<file path="src/rtl/csr_trap_seq.sv">
// Trap/mret CSR write sequencer with a single registered CSR write port and PC redirect.
// Optional macro TRAP_BADADDR_EN adds the W_BAD step that writes mbadaddr.
module csr_trap_seq (
    input  logic        clk,
    input  logic        rst,
    input  logic        trap_req,
    input  logic [31:0] trap_pc,
    input  logic [31:0] trap_cause,
    input  logic [31:0] trap_badaddr,
    input  logic        mret_req,
    input  logic        inst_csr_req,
    input  logic [11:0] inst_csr_adr,
    input  logic [31:0] inst_csr_wdata,
    input  logic [31:0] csr_mstatus,
    input  logic [31:0] csr_mepc,
    input  logic [31:0] csr_mtvec,
    output logic        csr_wr_en,
    output logic [11:0] csr_adr_wr,
    output logic [31:0] csr_wrdata,
    output logic        trap_ack,
    output logic        mret_ack,
    output logic        inst_csr_gnt,
    output logic        freeze,
    output logic        redirect_valid,
    output logic [31:0] redirect_pc,
    output logic [2:0]  dbg_state
);

    localparam logic [11:0] ADR_MSTATUS  = 12'h300;
    localparam logic [11:0] ADR_MEPC     = 12'h341;
    localparam logic [11:0] ADR_MCAUSE   = 12'h342;
    localparam logic [11:0] ADR_MBADADDR = 12'h343;

    typedef enum logic [2:0] {
        IDLE    = 3'd0,
        W_MEPC  = 3'd1,
        W_CAUSE = 3'd2,
        W_BAD   = 3'd3,
        W_STAT  = 3'd4,
        REDIR   = 3'd5
    } state_t;

    // Handshake: a request is level-held by the requester until its one-cycle
    // ack/gnt pulse; it is only sampled in IDLE, so holding it across a busy
    // sequence simply defers it.
    state_t      state_q, state_d;
    logic        is_trap_q, is_trap_d;
    logic [31:0] cause_q, cause_d;
    logic        wr_en_q, wr_en_d;
    logic [11:0] adr_q, adr_d;
    logic [31:0] wdata_q, wdata_d;
    logic        trap_ack_q, trap_ack_d;
    logic        mret_ack_q, mret_ack_d;
    logic        gnt_q, gnt_d;
    logic        freeze_q, freeze_d;
    logic        redir_v_q, redir_v_d;
    logic [31:0] redir_pc_q, redir_pc_d;
    logic [31:0] trap_status, mret_status;

`ifdef TRAP_BADADDR_EN
    logic [31:0] bad_q, bad_d;
`else
    logic unused_badaddr;
    assign unused_badaddr = ^trap_badaddr;
`endif

    // Trap entry saves MIE into MPIE and forces M-mode in MPP; mret restores MIE.
    always_comb begin
        trap_status        = csr_mstatus;
        trap_status[7]     = csr_mstatus[3];
        trap_status[3]     = 1'b0;
        trap_status[12:11] = 2'b11;
        mret_status        = csr_mstatus;
        mret_status[3]     = csr_mstatus[7];
        mret_status[7]     = 1'b1;
    end

    always_comb begin
        state_d    = state_q;
        is_trap_d  = is_trap_q;
        cause_d    = cause_q;
`ifdef TRAP_BADADDR_EN
        bad_d      = bad_q;
`endif
        wr_en_d    = 1'b0;
        adr_d      = 12'd0;
        wdata_d    = 32'd0;
        trap_ack_d = 1'b0;
        mret_ack_d = 1'b0;
        gnt_d      = 1'b0;
        redir_v_d  = 1'b0;
        redir_pc_d = 32'd0;
        case (state_q)
            IDLE: begin
                if (trap_req) begin
                    state_d    = W_MEPC;
                    is_trap_d  = 1'b1;
                    cause_d    = trap_cause;
`ifdef TRAP_BADADDR_EN
                    bad_d      = trap_badaddr;
`endif
                    trap_ack_d = 1'b1;
                    wr_en_d    = 1'b1;
                    adr_d      = ADR_MEPC;
                    wdata_d    = trap_pc;
                end else if (mret_req) begin
                    state_d    = W_STAT;
                    is_trap_d  = 1'b0;
                    mret_ack_d = 1'b1;
                    wr_en_d    = 1'b1;
                    adr_d      = ADR_MSTATUS;
                    wdata_d    = mret_status;
                end else if (inst_csr_req) begin
                    gnt_d   = 1'b1;
                    wr_en_d = 1'b1;
                    adr_d   = inst_csr_adr;
                    wdata_d = inst_csr_wdata;
                end
            end
            W_MEPC: begin
                wr_en_d = 1'b1;
                adr_d   = ADR_MCAUSE;
                wdata_d = cause_q;
`ifdef TRAP_BADADDR_EN
                state_d = W_CAUSE;
`else
                state_d = W_CAUSE;
`endif
            end
            W_CAUSE: begin
                wr_en_d = 1'b1;
`ifdef TRAP_BADADDR_EN
                state_d = W_BAD;
                adr_d   = ADR_MBADADDR;
                wdata_d = bad_q;
`else
                state_d = W_STAT;
                adr_d   = ADR_MSTATUS;
                wdata_d = trap_status;
`endif
            end
            W_BAD: begin
                state_d = W_STAT;
                wr_en_d = 1'b1;
                adr_d   = ADR_MSTATUS;
                wdata_d = trap_status;
            end
            W_STAT: begin
                state_d    = REDIR;
                redir_v_d  = 1'b1;
                redir_pc_d = is_trap_q ? csr_mtvec : csr_mepc;
            end
            REDIR: begin
                state_d = IDLE;
            end
            default: begin
                state_d = IDLE;
            end
        endcase
        freeze_d = (state_d != IDLE);
    end

    always_ff @(posedge clk) begin
        if (!rst) begin
            state_q    <= IDLE;
            is_trap_q  <= 1'b0;
            cause_q    <= 32'd0;
`ifdef TRAP_BADADDR_EN
            bad_q      <= 32'd0;
`endif
            wr_en_q    <= 1'b0;
            adr_q      <= 12'd0;
            wdata_q    <= 32'd0;
            trap_ack_q <= 1'b0;
            mret_ack_q <= 1'b0;
            gnt_q      <= 1'b0;
            freeze_q   <= 1'b0;
            redir_v_q  <= 1'b0;
            redir_pc_q <= 32'd0;
        end else begin
            state_q    <= state_d;
            is_trap_q  <= is_trap_d;
            cause_q    <= cause_d;
`ifdef TRAP_BADADDR_EN
            bad_q      <= bad_d;
`endif
            wr_en_q    <= wr_en_d;
            adr_q      <= adr_d;
            wdata_q    <= wdata_d;
            trap_ack_q <= trap_ack_d;
            mret_ack_q <= mret_ack_d;
            gnt_q      <= gnt_d;
            freeze_q   <= freeze_d;
            redir_v_q  <= redir_v_d;
            redir_pc_q <= redir_pc_d;
        end
    end

    assign csr_wr_en      = wr_en_q;
    assign csr_adr_wr     = adr_q;
    assign csr_wrdata     = wdata_q;
    assign trap_ack       = trap_ack_q;
    assign mret_ack       = mret_ack_q;
    assign inst_csr_gnt   = gnt_q;
    assign freeze         = freeze_q;
    assign redirect_valid = redir_v_q;
    assign redirect_pc    = redir_pc_q;
    assign dbg_state      = state_q;

endmodule

</file>
<file path="config.mk">
export PLATFORM = sky130hd
export DESIGN_NAME = csr_trap_seq
export DESIGN_NICKNAME = d
export VERILOG_FILES = /design/src/rtl/csr_trap_seq.sv
export SDC_FILE = /design/constraint.sdc
export NUM_CORES = 1
export LEC_CHECK = 0
export CAP_MARGIN = 20
export CELL_PAD_IN_SITES_DETAIL_PLACEMENT = 0
export CELL_PAD_IN_SITES_GLOBAL_PLACEMENT = 1
export CORE_ASPECT_RATIO = 1.1
export CORE_MARGIN = 2
export CORE_UTILIZATION = 27
export DETAILED_ROUTE_END_ITERATION = 12
export PLACE_DENSITY = 0.95
export SYNTH_ARGS = -nofsm -noshare
export SYNTH_HDL_FRONTEND = slang
export SYNTH_SLANG_ARGS = --single-unit
</file>
<file path="constraint.sdc">
create_clock -name clk -period 3.6 [get_ports clk]
set_input_delay 1.08 -clock clk [delete_from_list [all_inputs] [get_ports clk]]
set_output_delay 1.08 -clock clk [all_outputs]
set_load 0.01 [all_outputs]
</file>
==> results of run 1 <==
[registers in the layout, indices dropped and copies added, names as in the netlist]
signal,flops
csr_wr_en,1
cause_q,32
redirect_valid,1
mret_ack,1
csr_wrdata,32
is_trap_q,1
csr_adr_wr,12
freeze,1
trap_ack,1
dbg_state,3
redirect_pc,32
inst_csr_gnt,1
[Yosys cell counts (2+ instances only)]
master	number
dfxtp_1	118
nand2_1	96
a21oi_1	40
nor2_1	38
mux2i_1	32
a221o_1	31
a21boi_1	30
or4bb_1	28
clkbuf_1	19
buf_2	18
inv_1	8
and2_1	7
buf_6	6
nor3_1	4
a211oi_1	3
a21boi_0	3
buf_4	3
nand2b_1	3
nand3b_1	3
a31oi_1	2
buf_1	2
o21a_1	2
o21ai_0	2
or4b_1	2
[layout by cell type (no fill, tap or decap), drive strengths merged, types with 2 or more instances in the layout]
cell type      netlist  layout
a211oi               3       3
a21boi              33      33
a21oi               41      41
a221o               31      31
a31oi                2       2
and2                 7       7
buf                 29      17
bufinv               0       5
clkbuf              19      19
clkdlybuf4s50        0     292
clkinv               0       4
clkinvlp             0       4
dfxtp              118     118
inv                  8       8
mux2i               32      32
nand2               96      96
nand2b               3       3
nand3b               3       3
nor2                38      38
nor3                 4       4
nor4                 2       2
o21a                 2       2
o21ai                2       2
or4b                 2       2
or4bb               28      28
[layout make-up]
type                    instances  area [µm²]  area share
clock inverters                13         204      0.0236
well taps                     238         298      0.0344
clock buffers                  19         443      0.0512
flip-flops and latches        118        2360       0.273
repair buffers                309        3110       0.359
inverters                       8        30.0     0.00347
multi-input cells             337        2210       0.255
[final timing paths]
| check | from | endpoint | slack (ns) | cells past startpoint |
|---|---|---|---|---|
| worst max register to register | dbg_state[2]$_SDFF_PN0_ | csr_wrdata[15]$_SDFF_PN0_ | 1.65 | 5 |
| worst min-delay path | cause_q[17]$_SDFFE_PN0P_ | cause_q[17]$_SDFFE_PN0P_ | 0.45 | 2 |
| worst min register to register | cause_q[17]$_SDFFE_PN0P_ | cause_q[17]$_SDFFE_PN0P_ | 0.45 | 2 |
| worst max-delay path | dbg_state[1]$_SDFF_PN0_ | dbg_state[1] | 0.74 | 1 |
[cell families (layout without fill, tap and decap cells)]
| group | after synthesis | in the layout | share of synthesized area |
|---|---|---|---|
| buf+inv | 56 | 349 | 0.0596 |
| simple gates | 189 | 189 | 0.212 |
| flops | 118 | 118 | 0.487 |
| compound gates | 116 | 116 | 0.175 |
| mux | 32 | 32 | 0.0660 |
[power groups by stage]
stage / clock network (mW) / registers [mW] / logic [mW]
floorplan: 0 / 1.49 / 0.281
global placement: 0 / 1.48 / 0.718
detailed placement: 0 / 1.48 / 0.724
CTS: 1.89 / 1.45 / 0.728
global route: 1.96 / 1.46 / 0.779
finish: 1.85 / 1.45 / 0.723
[per-layer routing]
metal  share of wire  wire [µm]  vias up  track usage
li1                -          -     2360            -
met1            0.43       7570     2276        0.220
met2            0.50       8720      169        0.309
met3           0.049        863       21       0.0393
met4           0.018        319        0       0.0675
met5               0          0        -            0
==> reports/metrics.csv, run 1 <==
metric,value,unit
status,"complete, no violations",
die width,132,µm
Worst Path Max Fanout,14,
Final Util,0.489,
Period minus WS final,2.86,ns
average cell area after synthesis,9.50,µm²
"Cell Count, Final, Fillers Out",1042,
CP max stage cell,dfxtp_1,
Crit Path Category,register to output port,
# placed instances,1009,
Initial Utilization,0.275,
Slew Limit Headroom,0.318,
Post-CTS Resized,0,
fmax,349,MHz
Buffers on Ports,293,
"Req. time, crit path",2.52,ns
Netlist cell types,35,
"area leader, netlist",dfxtp_1,
Yosys top cell area share,0.487,
sw power,0.942,mW
Post-DP HPWL,12.7,mm
maximum VDD drop,0.000311,V
asr flop ratio synth,0,
cell area after synthesis,0.00485,mm²
final RePlAce weighted congestion,0.853,
setup tns final,0,ns
quantity of hold-fixing buffers added after cts,0,
H-tree levels,4,
combinational power share,0.180,
largest net degree at the start of global routing,53,
post-CTS setup buffer count,0,
drt first pass iters,4,
RSZ-0062 raised after global routing,no,
"Area growth, synth to finish",78.2,%
Mapped Nets,752,
IO Pins,326,
initial antenna violation count,0,
startpoint class of the critical path,register,
Final Hold Vio Count,0,
LEAKAGE,3.27,nW
# diodes,0,
CTS root buf,clkbuf_16,
Worst Path Buf+Inv,1,
dominant synthesized flop cell,dfxtp_1,
clock latency on the worst-skew pair,0.41,ns
dpl ws,0.570,ns
Final Setup Violations,0,
slew at the pin closest to its max-slew limit,1.02,ns
CTS tree,yes,
initial drt markers,166,
vias per inst,4.63,
"Clk pin slew, worst setup/hold paths",0.05,ns
number of fill cells in the layout,1687,
Clock Power Share,0.459,
Net Sw Frac,0.234,
post-route ant nets,0,
PD cells,465,mW/mm²
cell-internal power,3.08,mW
Max Buffers Root-to-Sink,2,
data arrival time of the worst path,1.78,ns
cell count after synthesis,511,
Final period util,0.795,
All-Layer GR Usage,0.179,
Setup WS post-layout,0.737,ns
Layout Skew,0.00742,ns
Via Count,4826,
critical-path cell list,clkdlybuf4s50_1,
post-synthesis sequential area ratio,0.487,
worst hold slack,0.454,ns
Num CTS Buffers,17,
critical path's top delay family,flip-flops,
core area,0.0177,mm²
vias in the first global route,4722,
"EDFF count, synth",0,
Post-route DRC,0,
routed length per instance,16.8,µm
crit-path max cell delay,0.70,ns
Crit. End Element,output port,
max cap viols,0,
layout cells sized above 1,0.0672,
row cnt,51,
largest cells by area after synthesis,"dfxtp_1, nand2_1, mux2i_1, or4bb_1, a221o_1",
GR Overflow Total,0,
Routed WL,17.5,mm
Max Slew Vio Count,0,
Pwr Total,4.02,mW
first-pass GRT wire length,26.4,mm
post-route cell area,0.00865,mm²
Nets,1032,
DIE HEIGHT,145,µm
clk sink count,118,
Syn. warnings,0,
sequential share of power,0.361,
synthesis-stage register bit count,118,
placed cell area,0.00798,mm²
die area,0.0191,mm²
min-delay worst type,register to register,
No activity file was read; power rests on OpenSTA's default activity.
==> run 2, diff against run 1 <==
Settings changed: CORE_UTILIZATION 27 to 22, PLACE_DENSITY 0.95 to 0.84.
Clock period 3.6 ns to 2.5 ns, I/O delays scaled along.
==> run 2 against run 1 <==
Critical path depth unchanged. Critical endpoint is now dbg_state[2]. Core utilization down 9.0 points. First-iteration DRC count up 7.2%. Wire length up 4.8%. Highest routed layer unchanged. Register-to-register slack worse by 1.2 ns. Largest power group unchanged. Worst hold slack worse by 0.0031 ns. Clock-buffer cell count down 2. Non-clock buffer count up 5.
==> reports/metrics.csv, run 2 (synthesis results as in run 1) <==
metric,value,unit
status,"complete, no violations",
largest net degree at the start of global routing,74,
Period minus WS final,2.28,ns
DIE HEIGHT,160,µm
area of the multi-input gates,0.00221,mm²
CP max stage cell,clkdlybuf4s50_1,
Final Util,0.400,
Crit Path Category,register to output port,
final RePlAce weighted congestion,0.822,
Max Buffers Root-to-Sink,2,
Via Count,4727,
vias in the first global route,4694,
Crit. End Element,output port,
data arrival time of the worst path,1.53,ns
Final Setup Violations,0,
RSZ-0062 raised after global routing,no,
clock latency on the worst-skew pair,0.41,ns
die width,146,µm
core area,0.0219,mm²
Worst Path Buf+Inv,1,
"Req. time, crit path",1.75,ns
PD cells,657,mW/mm²
Pwr Total,5.75,mW
Routed WL,18.3,mm
Worst Path Max Fanout,13,
sequential share of power,0.363,
startpoint class of the critical path,register,
fmax,439,MHz
min-delay worst type,register to register,
first-pass GRT wire length,27.6,mm
GR Layer Usage met3,0.0389,
Final Hold Vio Count,0,
Num CTS Buffers,17,
Nets,1037,
Post-DP HPWL,13.3,mm
LEAKAGE,3.30,nW
"Clk pin slew, worst setup/hold paths",0.06,ns
combinational power share,0.184,
critical path's top delay family,buffers and inverters,
cell-internal power,4.33,mW
CTS root buf,clkbuf_16,
routed length per instance,16.6,µm
Buffers on Ports,293,
row cnt,57,
Max Slew Vio Count,0,
Net Sw Frac,0.248,
met2 Use GR,0.268,
crit-path max cell delay,0.62,ns
Clock Power Share,0.454,
"leading cell type in the layout, fill and taps excluded",clkdlybuf4s50_1,
Final period util,0.911,
CTS tree,yes,
FF/Latch Area,0.00236,mm²
maximum VDD drop,0.000371,V
All-Layer GR Usage,0.156,
vias per inst,4.28,
Layout Skew,0.00905,ns
post-CTS setup buffer count,0,
critical-path cell list,clkdlybuf4s50_1,
"Area growth, synth to finish",80.4,%
Initial Utilization,0.222,
sw power,1.43,mW
number of fill cells in the layout,2159,
slew at the pin closest to its max-slew limit,0.965,ns
GR peak layer,met2,
Post-route DRC,0,
max cap viols,0,
H-tree levels,4,
quantity of hold-fixing buffers added after cts,0,
Slew Limit Headroom,0.355,
IO Pins,326,
post-route ant nets,0,
drt first pass iters,6,
M1 GR Usage,0.186,
die area,0.0233,mm²
initial antenna violation count,1,
GR Overflow Total,0,
most frequent cells in the layout,"clkdlybuf4s50_1, dfxtp_1, nand2_1",
clk sink count,118,
initial drt markers,178,
layout cells sized above 1,0.0766,
==> run 2: cell count changes in the layout (fill, tap and decap cells not counted), moves of 2 or more <==
cell      previous run  this run
clkinv_4             1         3
buf_4               12        15
buf_12               3         6
inv_6                0         2
==> run 2: power groups by stage <==
stage / Sequential, mW / Clock, mW / Combinational, mW
floorplan: 2.14 / 0 / 0.405
global placement: 2.12 / 0 / 1.06
detailed placement: 2.13 / 0 / 1.07
CTS: 2.09 / 2.67 / 1.07
global route: 2.10 / 2.78 / 1.14
finish: 2.09 / 2.61 / 1.06
==> run 2: per-layer routing <==
layer  up-vias  part of all wire  wire [µm]
met2       158              0.50       9090
met5         -                 0          0
met4         0             0.024        445
met3        25             0.053        967
met1      2182              0.43       7810
li1       2362                 -          -
==> run 2: worst paths after layout <==
| kind | start | end | slack, ns | cells past startpoint |
|---|---|---|---|---|
| hold / removal | cause_q[26]$_SDFFE_PN0P_ | cause_q[26]$_SDFFE_PN0P_ | 0.45 | 2 |
| setup reg to reg | dbg_state[0]$_SDFF_PN0_ | csr_wrdata[23]$_SDFF_PN0_ | 0.41 | 4 |
| setup / recovery | dbg_state[2]$_SDFF_PN0_ | dbg_state[2] | 0.22 | 1 |
| hold reg to reg | cause_q[26]$_SDFFE_PN0P_ | cause_q[26]$_SDFFE_PN0P_ | 0.45 | 2 |
==> run 2: metrics by stage <==
stage	std cells	setup WS, ns	TNS (ns)	area, µm²	hold slack (ns)
floorplan	511	0.640	0	4850	0.435
global placement	1072	-0.0321	-0.589	8130	0.442
detailed placement	1072	-0.0631	-1.30	8130	0.445
CTS	1104	0.190	0	8750	0.453
global route	1104	0.162	0	8750	0.470
finish	1105	0.223	0	8760	0.450
==> run 2: layout make-up <==
type,count,share of cell area
clock inverter,15,0.0230
clock buffer,17,0.0486
timing repair buffer,314,0.360
antenna,1,0.000286
inverter,8,0.00343
sequential,118,0.270
multi-input combinational,337,0.252
tap,295,0.0422
==> run 2: timing repair <==
action / 4_1_cts / 5_1_grt
gates resized for setup: 1 / 0
setup endpoints to repair: 1 / 0
hold endpoints to repair: 0 / 0
